[src/rtl/audio_stream_pkg.sv]
// Shared types and constants for the audio streaming path.
package audio_stream_pkg;

    typedef enum logic [2:0] {
        ST_IDLE,
        ST_HDR,
        ST_SEQ,
        ST_POP,
        ST_DATA,
        ST_WAIT_HI,
        ST_WAIT_LO
    } framer_state_t;

    localparam logic [7:0] SYNC_BYTE_DEFAULT  = 8'hA5;
    localparam int         AUDIO_SAMPLE_WIDTH = 24;

endpackage

[src/rtl/sync_fifo.sv]
// Single-clock FIFO with registered read data; storage maps to distributed RAM.
module sync_fifo #(
    parameter int WIDTH = 16,
    parameter int DEPTH = 16
) (
    input  logic                     clk_in,
    input  logic                     rst_in,
    input  logic                     push,
    input  logic [WIDTH-1:0]         push_data,
    input  logic                     pop,
    output logic [WIDTH-1:0]         rd_data,
    output logic [$clog2(DEPTH):0]   count,
    output logic                     full,
    output logic                     empty
);

    localparam int AW = $clog2(DEPTH);

    logic [WIDTH-1:0] mem [DEPTH];
    logic [AW-1:0]    wr_ptr;
    logic [AW-1:0]    rd_ptr;
    logic             wr_en;
    logic             rd_en;

    assign full  = (count == (AW+1)'(DEPTH));
    assign empty = (count == '0);
    // A pop in the same cycle frees a slot, so a full FIFO still accepts the push.
    assign wr_en = push && (!full || pop);
    assign rd_en = pop && !empty;

    always_ff @(posedge clk_in) begin
        if (wr_en) begin
            mem[wr_ptr] <= push_data;
        end
        if (rd_en) begin
            rd_data <= mem[rd_ptr];
        end
    end

    always_ff @(posedge clk_in) begin
        if (rst_in) begin
            wr_ptr <= '0;
            rd_ptr <= '0;
            count  <= '0;
        end else begin
            if (wr_en) begin
                wr_ptr <= wr_ptr + 1'b1;
            end
            if (rd_en) begin
                rd_ptr <= rd_ptr + 1'b1;
            end
            case ({wr_en, rd_en})
                2'b10:   count <= count + 1'b1;
                2'b01:   count <= count - 1'b1;
                default: count <= count;
            endcase
        end
    end

endmodule

[src/rtl/audio_uart_framer.sv]
// Buffers audio samples and emits framed bytes (sync, sequence, sample MSBs) to a byte UART.
module audio_uart_framer
    import audio_stream_pkg::*;
#(
    parameter int         SAMPLE_WIDTH      = AUDIO_SAMPLE_WIDTH,
    parameter int         BYTES_PER_SAMPLE  = 2,
    parameter int         SAMPLES_PER_FRAME = 8,
    parameter int         FIFO_DEPTH        = 16,
    parameter logic [7:0] SYNC_BYTE         = SYNC_BYTE_DEFAULT
) (
    input  logic                          clk_in,
    input  logic                          rst_in,
    input  logic [SAMPLE_WIDTH-1:0]       audio_in,
    input  logic                          valid_in,
    input  logic                          enable_in,
    input  logic                          busy_in,
    output logic [7:0]                    byte_out,
    output logic                          trigger_out,
    output logic [7:0]                    seq_out,
    output logic [$clog2(FIFO_DEPTH):0]   fifo_count_out,
    output logic [15:0]                   drop_count_out
);

    localparam int FW    = 8 * BYTES_PER_SAMPLE;
    localparam int CNT_W = $clog2(FIFO_DEPTH) + 1;
    localparam int BI_W  = (BYTES_PER_SAMPLE > 1) ? $clog2(BYTES_PER_SAMPLE) : 1;
    localparam int SI_W  = (SAMPLES_PER_FRAME > 1) ? $clog2(SAMPLES_PER_FRAME) : 1;
    localparam logic [CNT_W-1:0] FRAME_FILL  = CNT_W'(SAMPLES_PER_FRAME);
    localparam logic [BI_W-1:0]  LAST_BYTE   = BI_W'(BYTES_PER_SAMPLE - 1);
    localparam logic [SI_W-1:0]  LAST_SAMPLE = SI_W'(SAMPLES_PER_FRAME - 1);

    framer_state_t   state, state_nxt;
    framer_state_t   ret_state, ret_nxt;
    logic [BI_W-1:0] byte_idx, byte_idx_nxt;
    logic [SI_W-1:0] samp_idx, samp_idx_nxt;
    logic [7:0]      seq_nxt;
    logic [7:0]      byte_nxt;
    logic            trig_nxt;
    logic            fifo_pop;
    logic            fifo_full;
    logic            fifo_empty;
    logic [FW-1:0]   fifo_rd_data;
    logic [7:0]      data_byte;

    generate
        if (SAMPLE_WIDTH > FW) begin : g_lsb
            logic audio_lsb_unused;
            assign audio_lsb_unused = ^audio_in[SAMPLE_WIDTH-FW-1:0];
        end
    endgenerate

    assign fifo_pop = (state == ST_POP) && !fifo_empty;

    sync_fifo #(
        .WIDTH (FW),
        .DEPTH (FIFO_DEPTH)
    ) u_fifo (
        .clk_in    (clk_in),
        .rst_in    (rst_in),
        .push      (valid_in),
        .push_data (audio_in[SAMPLE_WIDTH-1 -: FW]),
        .pop       (fifo_pop),
        .rd_data   (fifo_rd_data),
        .count     (fifo_count_out),
        .full      (fifo_full),
        .empty     (fifo_empty)
    );

    // The FIFO read register doubles as the sample shift register; byte_idx selects MSB-first.
    always_comb begin
        data_byte = fifo_rd_data[FW-1 -: 8];
        for (int i = 1; i < BYTES_PER_SAMPLE; i++) begin
            if (byte_idx == BI_W'(i)) begin
                data_byte = fifo_rd_data[FW-1-8*i -: 8];
            end
        end
    end

    always_comb begin
        state_nxt    = state;
        ret_nxt      = ret_state;
        byte_idx_nxt = byte_idx;
        samp_idx_nxt = samp_idx;
        seq_nxt      = seq_out;
        trig_nxt     = 1'b0;
        byte_nxt     = byte_out;
        case (state)
            // The sync byte is registered on the way into HDR so it fires one cycle after the start condition.
            ST_IDLE: begin
                if (enable_in && (fifo_count_out >= FRAME_FILL) && !busy_in) begin
                    trig_nxt     = 1'b1;
                    byte_nxt     = SYNC_BYTE;
                    byte_idx_nxt = '0;
                    samp_idx_nxt = '0;
                    state_nxt    = ST_HDR;
                end
            end
            ST_HDR: begin
                ret_nxt   = ST_SEQ;
                state_nxt = ST_WAIT_HI;
            end
            ST_SEQ: begin
                trig_nxt  = 1'b1;
                byte_nxt  = seq_out;
                ret_nxt   = ST_POP;
                state_nxt = ST_WAIT_HI;
            end
            ST_POP: begin
                state_nxt = ST_DATA;
            end
            ST_DATA: begin
                trig_nxt  = 1'b1;
                byte_nxt  = data_byte;
                state_nxt = ST_WAIT_HI;
                if (byte_idx != LAST_BYTE) begin
                    byte_idx_nxt = byte_idx + 1'b1;
                    ret_nxt      = ST_DATA;
                end else if (samp_idx != LAST_SAMPLE) begin
                    byte_idx_nxt = '0;
                    samp_idx_nxt = samp_idx + 1'b1;
                    ret_nxt      = ST_POP;
                end else begin
                    byte_idx_nxt = '0;
                    samp_idx_nxt = '0;
                    seq_nxt      = seq_out + 8'd1;
                    ret_nxt      = ST_IDLE;
                end
            end
            ST_WAIT_HI: begin
                if (busy_in) begin
                    state_nxt = ST_WAIT_LO;
                end
            end
            ST_WAIT_LO: begin
                if (!busy_in) begin
                    state_nxt = ret_state;
                end
            end
            default: state_nxt = ST_IDLE;
        endcase
    end

    always_ff @(posedge clk_in) begin
        if (rst_in) begin
            state       <= ST_IDLE;
            ret_state   <= ST_IDLE;
            byte_idx    <= '0;
            samp_idx    <= '0;
            seq_out     <= '0;
            trigger_out <= 1'b0;
            byte_out    <= '0;
        end else begin
            state       <= state_nxt;
            ret_state   <= ret_nxt;
            byte_idx    <= byte_idx_nxt;
            samp_idx    <= samp_idx_nxt;
            seq_out     <= seq_nxt;
            trigger_out <= trig_nxt;
            byte_out    <= byte_nxt;
        end
    end

    always_ff @(posedge clk_in) begin
        if (rst_in) begin
            drop_count_out <= '0;
        end else if (valid_in && fifo_full && !fifo_pop && (drop_count_out != 16'hFFFF)) begin
            drop_count_out <= drop_count_out + 16'd1;
        end
    end

endmodule

[config.mk]
export PLATFORM = sky130hd
export DESIGN_NAME = audio_uart_framer
export DESIGN_NICKNAME = d
export VERILOG_FILES = /design/src/rtl/audio_stream_pkg.sv /design/src/rtl/sync_fifo.sv /design/src/rtl/audio_uart_framer.sv
export SDC_FILE = /design/constraint.sdc
export NUM_CORES = 1
export LEC_CHECK = 0
export ABC_AREA = 1
export CORE_ASPECT_RATIO = 1.25
export CORE_UTILIZATION = 50
export DETAILED_ROUTE_END_ITERATION = 8
export GPL_TIMING_DRIVEN = 0
export PLACE_DENSITY = 0.75
export SETUP_SLACK_MARGIN = 0.2
export SLEW_MARGIN = 25
export SYNTH_ARGS = -nofsm -noshare
export SYNTH_HDL_FRONTEND = slang
export SYNTH_HIERARCHICAL = 1
export SYNTH_SLANG_ARGS = --single-unit
[constraint.sdc]
create_clock -name clk_in -period 3.91 [get_ports clk_in]
set_clock_uncertainty 0.2 [all_clocks]
set_input_delay 0.391 -clock clk_in [delete_from_list [all_inputs] [get_ports clk_in]]
set_output_delay 0.391 -clock clk_in [all_outputs]
set_load 0.005 [all_outputs]
# Word level (Yosys, flattened, before mapping)
# Memory sizes are Yosys's and may differ from the RTL's. A register that Yosys moved wholly into a read port is not among the register bits.
# Cells that the tools add are included.
# totals
ff_bits	56
mem_bits_rw	256
input_bits	29
out_inout_bits	38
word_cells	85
mem_count	1
# classes
n_addsub	8
n_lt_le_gt_ge	1
eq_ne	15
muxes	22
bitwise_logic	1
reduce_logical	26
# mem_list
name	words	word_bits	read_ports	rd_ports_with_merged_regs	wr	line_no	source
u_fifo.mem	16	16	1	1	1	sync_fifo.sv:19	logic [WIDTH-1:0] mem [DEPTH];
# op_table
operator	count
one-hot mux 8 bit (3 select lines)	1
2-to-1 mux 3 bit	7
adder 16 x 1 -> 16 bit, second input constant	1
2-to-1 mux 8 bit	2
!= test 16 bit, second input constant	1
one-hot mux 3 bit (5 select lines)	1
one-hot mux 5 bit (2 select lines)	1
equality test 3 bit, second input constant	3
one-hot mux 3 bit (3 select lines)	1
AND reduction 3 bit	3
adder 4 x 1 -> 4 bit, second input constant	2
adder 8 x 1 -> 8 bit, second input constant	1
logical AND 1 bit	8
!= test 2 bit, second input constant	4
equality test 3 x 2 -> 1 bit, second input constant	2
one-hot mux 3 bit (2 select lines)	1
nonzero test 3 bit	2
adder 5 x 1 -> 5 bit, second input constant	1
equality test 5 bit, second input constant	1
greater-or-equal comparator 5 x 4 -> 1 bit, second input constant	1
logical NOT 5 bit	1
2-to-1 mux 1 bit	5
subtractor 5 x 1 -> 5 bit, second input constant	1
logical NOT 1 bit	4
15 further kinds	18

# Depth between registers and ports, before layout
# logic_depth
depth_word	7
mapped_depth	21
depth_no_buf	20

# By module
# The synthesis kept the hierarchy.
# modules_own_cells
mod	n_inst	cells_each	area_per_inst_um2	seq_area_each_um2
sync_fifo	1	1191	12384.4	8428.1
audio_uart_framer	1	347	2311.0	860.8

# Worst setup path before layout
# OpenSTA, ideal clock, no wires.
# synth_path
kind	register to register
from	register u_fifo.count[4]
to	memory u_fifo.mem[2][0] (enable)
setup_ps	409
t_arrival_ps	2575
t_required_ps	3301
setup_slack_ps	726
path_stages_with_launch	12
n_path_buf	1
period_less_slack_ps	3184
cell_sequence	dfxtp_1 -> inv_1 -> nand3_1 -> inv_1 -> inv_1 -> nand2_1 -> nor2_1 -> inv_1 -> nand4_2 -> nand2_2 -> buf_6 -> nor3_1
# synth_via
elab_chain_len	7
word_cells_on_any_way	9
classes_between	1 x eq/ne; 2 x mux; 6 x reduce/logical
# synth_rtl
item	line_no	source
start, declared	sync_fifo.sv:12	output logic [$clog2(DEPTH):0] count,
start signal, assigned	sync_fifo.sv:53	2'b10: count <= count + 1'b1;
start signal, assigned	sync_fifo.sv:54	2'b01: count <= count - 1'b1;
start signal, assigned	sync_fifo.sv:55	default: count <= count;
logical NOT 5 bit	sync_fifo.sv:26	assign empty = (count == '0);
named net fifo_empty	audio_uart_framer.sv:41	logic fifo_empty;
logical NOT 1 bit	audio_uart_framer.sv:52	assign fifo_pop = (state == ST_POP) && !fifo_empty;
logical AND 1 bit	audio_uart_framer.sv:52	
named net fifo_pop	audio_uart_framer.sv:39	logic fifo_pop;
logical OR 1 bit	sync_fifo.sv:28	assign wr_en = push && (!full || pop);
logical AND 1 bit	sync_fifo.sv:28	
2-to-1 mux 1 bit	sync_fifo.sv:32	if (wr_en) begin
2-to-1 mux 1 bit (not written as such)	sync_fifo.sv:33	mem[wr_ptr] <= push_data;
end, declared	sync_fifo.sv:19	
# The timed path passes the listed nets, and every way through them passes these cells.

# Worst setup path after layout
# layout_path
from	register u_fifo.count[4]
to	register u_fifo.count[4]
# layout_via
elab_chain_len	7
word_cells_on_any_way	14
classes_between	2 x add/sub; 3 x eq/ne; 1 x mux; 8 x reduce/logical
# layout_rtl
item	line_no	source
logical NOT 5 bit (*)	sync_fifo.sv:26	
named net fifo_empty	audio_uart_framer.sv:41	
logical NOT 1 bit (*)	audio_uart_framer.sv:52	
logical AND 1 bit (*)	audio_uart_framer.sv:52	
named net fifo_pop	audio_uart_framer.sv:39	
logical OR 1 bit	sync_fifo.sv:28	
logical AND 1 bit	sync_fifo.sv:28	
equality test 2 x 1 -> 1 bit or equality test 2 bit (tied branches)	sync_fifo.sv:52	case ({wr_en, rd_en})
one-hot mux 5 bit (2 select lines) or nonzero test 2 bit (tied branches)	--	
# Mark *: on every way through the listed nets, which the timed path passes. The rest lies on a longest branch.
# A chain may end at the register's enable or synchronous reset.

==> summary.txt <==
worst vdd ir: 0.320 mV
worst r2r src: u_fifo/count[4]$_SDFFE_PP0P_
Vias: 11.2k
minimum clock period: 3.40 ns
CTS H-tree lvls: 2
vias in the first global route: 10.8k
DIE AREA: 30100 µm²
Clock Latency Late Sink: 0.53 ns
WL met1: 14300 µm
pwr/cell area: 434 nW/µm²
DR WL met3: 2590 µm
run status: completed
Max Cap Viol: 0
Die Wd: 155 µm
ANT nets after route: 0
hold_ws: 0.280 ns
placer congestion estimate: 0.897
main flop type after synthesis: edfxtp_1
n_diodes: 0
Post-Syn Nets: 1581
power share of the sequential group: 52.5%
setup violators final: 0
CTS root buffer: clkbuf_16
origin of the worst setup path: u_fifo/count[4]$_SDFFE_PP0P_
Max Fclk: 294 MHz
starting density of the core: 51.3%
Final Hold Viols: 0
Synth-to-Final Area Change: 16.7%
DRC: 0
Final Util: 59.8%
synthesized flop and latch total: 328
fraction of layout cells with a size suffix above 1: 9.66%
initial antenna violation count: 0
cell with the most instances after synthesis: nand2_1
drt pass-1 iters: 6
fin. max-slew vios: 0
crit path DAT: 3.62 ns
fill count: 2283
hpwl dp: 26500 µm
Sw Share: 22.3%
CP max FO: 10
DRT iter0 DRCs: 1171
Layout Nets: 1705
LEAKAGE: 7.19 nW
die height: 194 µm
unrepaired setup endpoints after global routing: false
TritonCTS Buffers: 34
met2 wire len: 19000 µm
Worst Path Required: 4.13 ns
Setup CP Type: register to register
Worst setup SP type: register
biggest area consumer among synthesized cells: edfxtp_1
P_sw: 1.66 mW
Gate power share: 5.9%
GRT Total Usage: 25.9%
mean routed wirelength per cell: 18.4 µm
Synth top cells by count: nand2_1, edfxtp_1, inv_1, nand3_1, nor2_1
top cells by area, synth: edfxtp_1, nand2_1, nand3_1
Hold Startpoint: busy_in
Least-Margin Pin Slew: 0.844 ns
Clock Pin Slew Worst Setup and Hold Paths: 0.06 ns
CTS tree: done
fin crit share: 87.1%
Sink Count: 328
post-route insts no fill: 2077
routed vias/inst: 5.40
# rows: 69
mean post-synth cell area: 9.55 µm²
Max-slew headroom: 43.7%
Async S/R FF share, synth: 0%
pin count of the biggest net entering global routing: 20
deepest clock path buffer count: 3
top cell type's share of synthesized area: 55.6%
total core area: 28700 µm²
Setup crit end kind: register
Distinct cells, synth: 37
Mapped Area: 14700 µm²
number of synthesized flops with an enable pin: 272
placed cell area: 16100 µm²
port bufs: 58
Yosys warnings: 6
synthesized instance count: 1538
Clk pwr share: 41.6%
Int Pwr: 5.78 mW
top routing layer in use: met4
drt total wl: 38100 µm
Top Ports: 67
first-pass GRT wire length: 59000 µm
post-route design area: 17100 µm²
Overflow after GRT: 0
worst min path class: primary input to register
register area share after synthesis: 63.2%
dpl cells: 2014
total power: 7.44 mW
==> worst paths after layout <==
check | slack, ns | cells past startpoint | end
worst min register to register | 0.28 | 2 | ret_state[0]$_SDFFE_PP0P_
worst max register to register | 0.51 | 17 | u_fifo/count[4]$_SDFFE_PP0P_
worst min-delay path | 0.28 | 3 | state[1]$_SDFFE_PP0P_
worst max-delay path | 0.51 | 17 | u_fifo/count[4]$_SDFFE_PP0P_
==> through the flow <==
stage	setup TNS [ns]	worst slack (ns)
2_1_floorplan	0	0.726
3_3_place_gp	-118.14	-0.791
3_5_place_dp	0	0.251
4_1_cts	0	0.230
5_1_grt	0	0.204
6_report	0	0.505
==> cell type report <==
cell class | instances | area (µm²) | area share, %
tap | 390 | 488 | 2.85
multi-input combinational | 896 | 4140 | 24.1
timing repair buffer | 88 | 836 | 4.87
inverter | 254 | 960 | 5.60
sequential | 328 | 9290 | 54.2
clock buffer | 46 | 940 | 5.48
clock inverter | 15 | 109 | 0.635
buffer | 60 | 390 | 2.28
==> cell usage in the layout, fill, tap and decap left out, drive strengths merged, types with 8 or more instances in the layout <==
cell           count
nand2            470
nand4              8
edfxtp           272
clkbuf            56
o21ai             20
buf               80
dfxtp             56
nor2              73
inv              255
a21oi             49
clkinv            12
ha                13
clkdlybuf4s50     58
nand3            229
nor3              18
==> flip-flops by register name, indices dropped and copies added (netlist names), 4 cells and up <==
register,flops
u_fifo/rd_ptr,4
seq_out,8
u_fifo/mem,256
u_fifo/wr_ptr,4
u_fifo/count,5
u_fifo/rd_data,16
byte_out,8
drop_count_out,16
==> critical path: stages (launching register included) <==
cell and delay, ns:
dfxtp_1 0.45, inv_1 0.14, nand3_2 0.15, inv_1 0.05, inv_1 0.04, nand2_1 0.05, nor2_1 0.37, inv_1 0.10
nand4_2 0.21, nand2_2 0.15, buf_6 0.18, ha_1 0.27, ha_1 0.34, or2_2 0.31, nand3_1 0.10, nand3_1 0.08
nand2_1 0.06, inv_1 0.03
==> cell families (layout without fill, tap and decap cells) <==
family | count (synthesis) | count (layout) | share of synthesized area (%)
XOR/XNOR | 9 | 9 | 0.536
flip-flops | 328 | 328 | 63.2
AO/OA/AOI/OAI | 71 | 71 | 2.48
AND/OR/NAND/NOR | 802 | 802 | 23.4
buffers and inverters | 314 | 463 | 9.16
adder cells (fa/ha/maj) | 14 | 14 | 1.24
==> power groups by stage <==
stage | sequential, mW | combinational (mW) | clock [mW]
floorplan | 3.97 | 0.227 | 0
global placement | 3.97 | 0.402 | 0
detailed placement | 3.98 | 0.432 | 0
CTS | 3.90 | 0.437 | 3.13
global route | 3.91 | 0.489 | 3.26
finish | 3.90 | 0.441 | 3.09
==> timing repair <==
action                     CTS  global route
setup buffers                0             2
hold buffers                 0             0
setup endpoints to repair    0             3
gates resized for setup      0             3
==> metal layers <==
| metal | GRT usage, % | vias to the layer above |
|---|---|---|
| li1 | - | 5220 |
| met1 | 31.2 | 5288 |
| met2 | 44.1 | 561 |
| met3 | 3.84 | 140 |
| met4 | 15.0 | 0 |
| met5 | 0 | - |
Note: power is estimated with default switching activity, not from simulation.
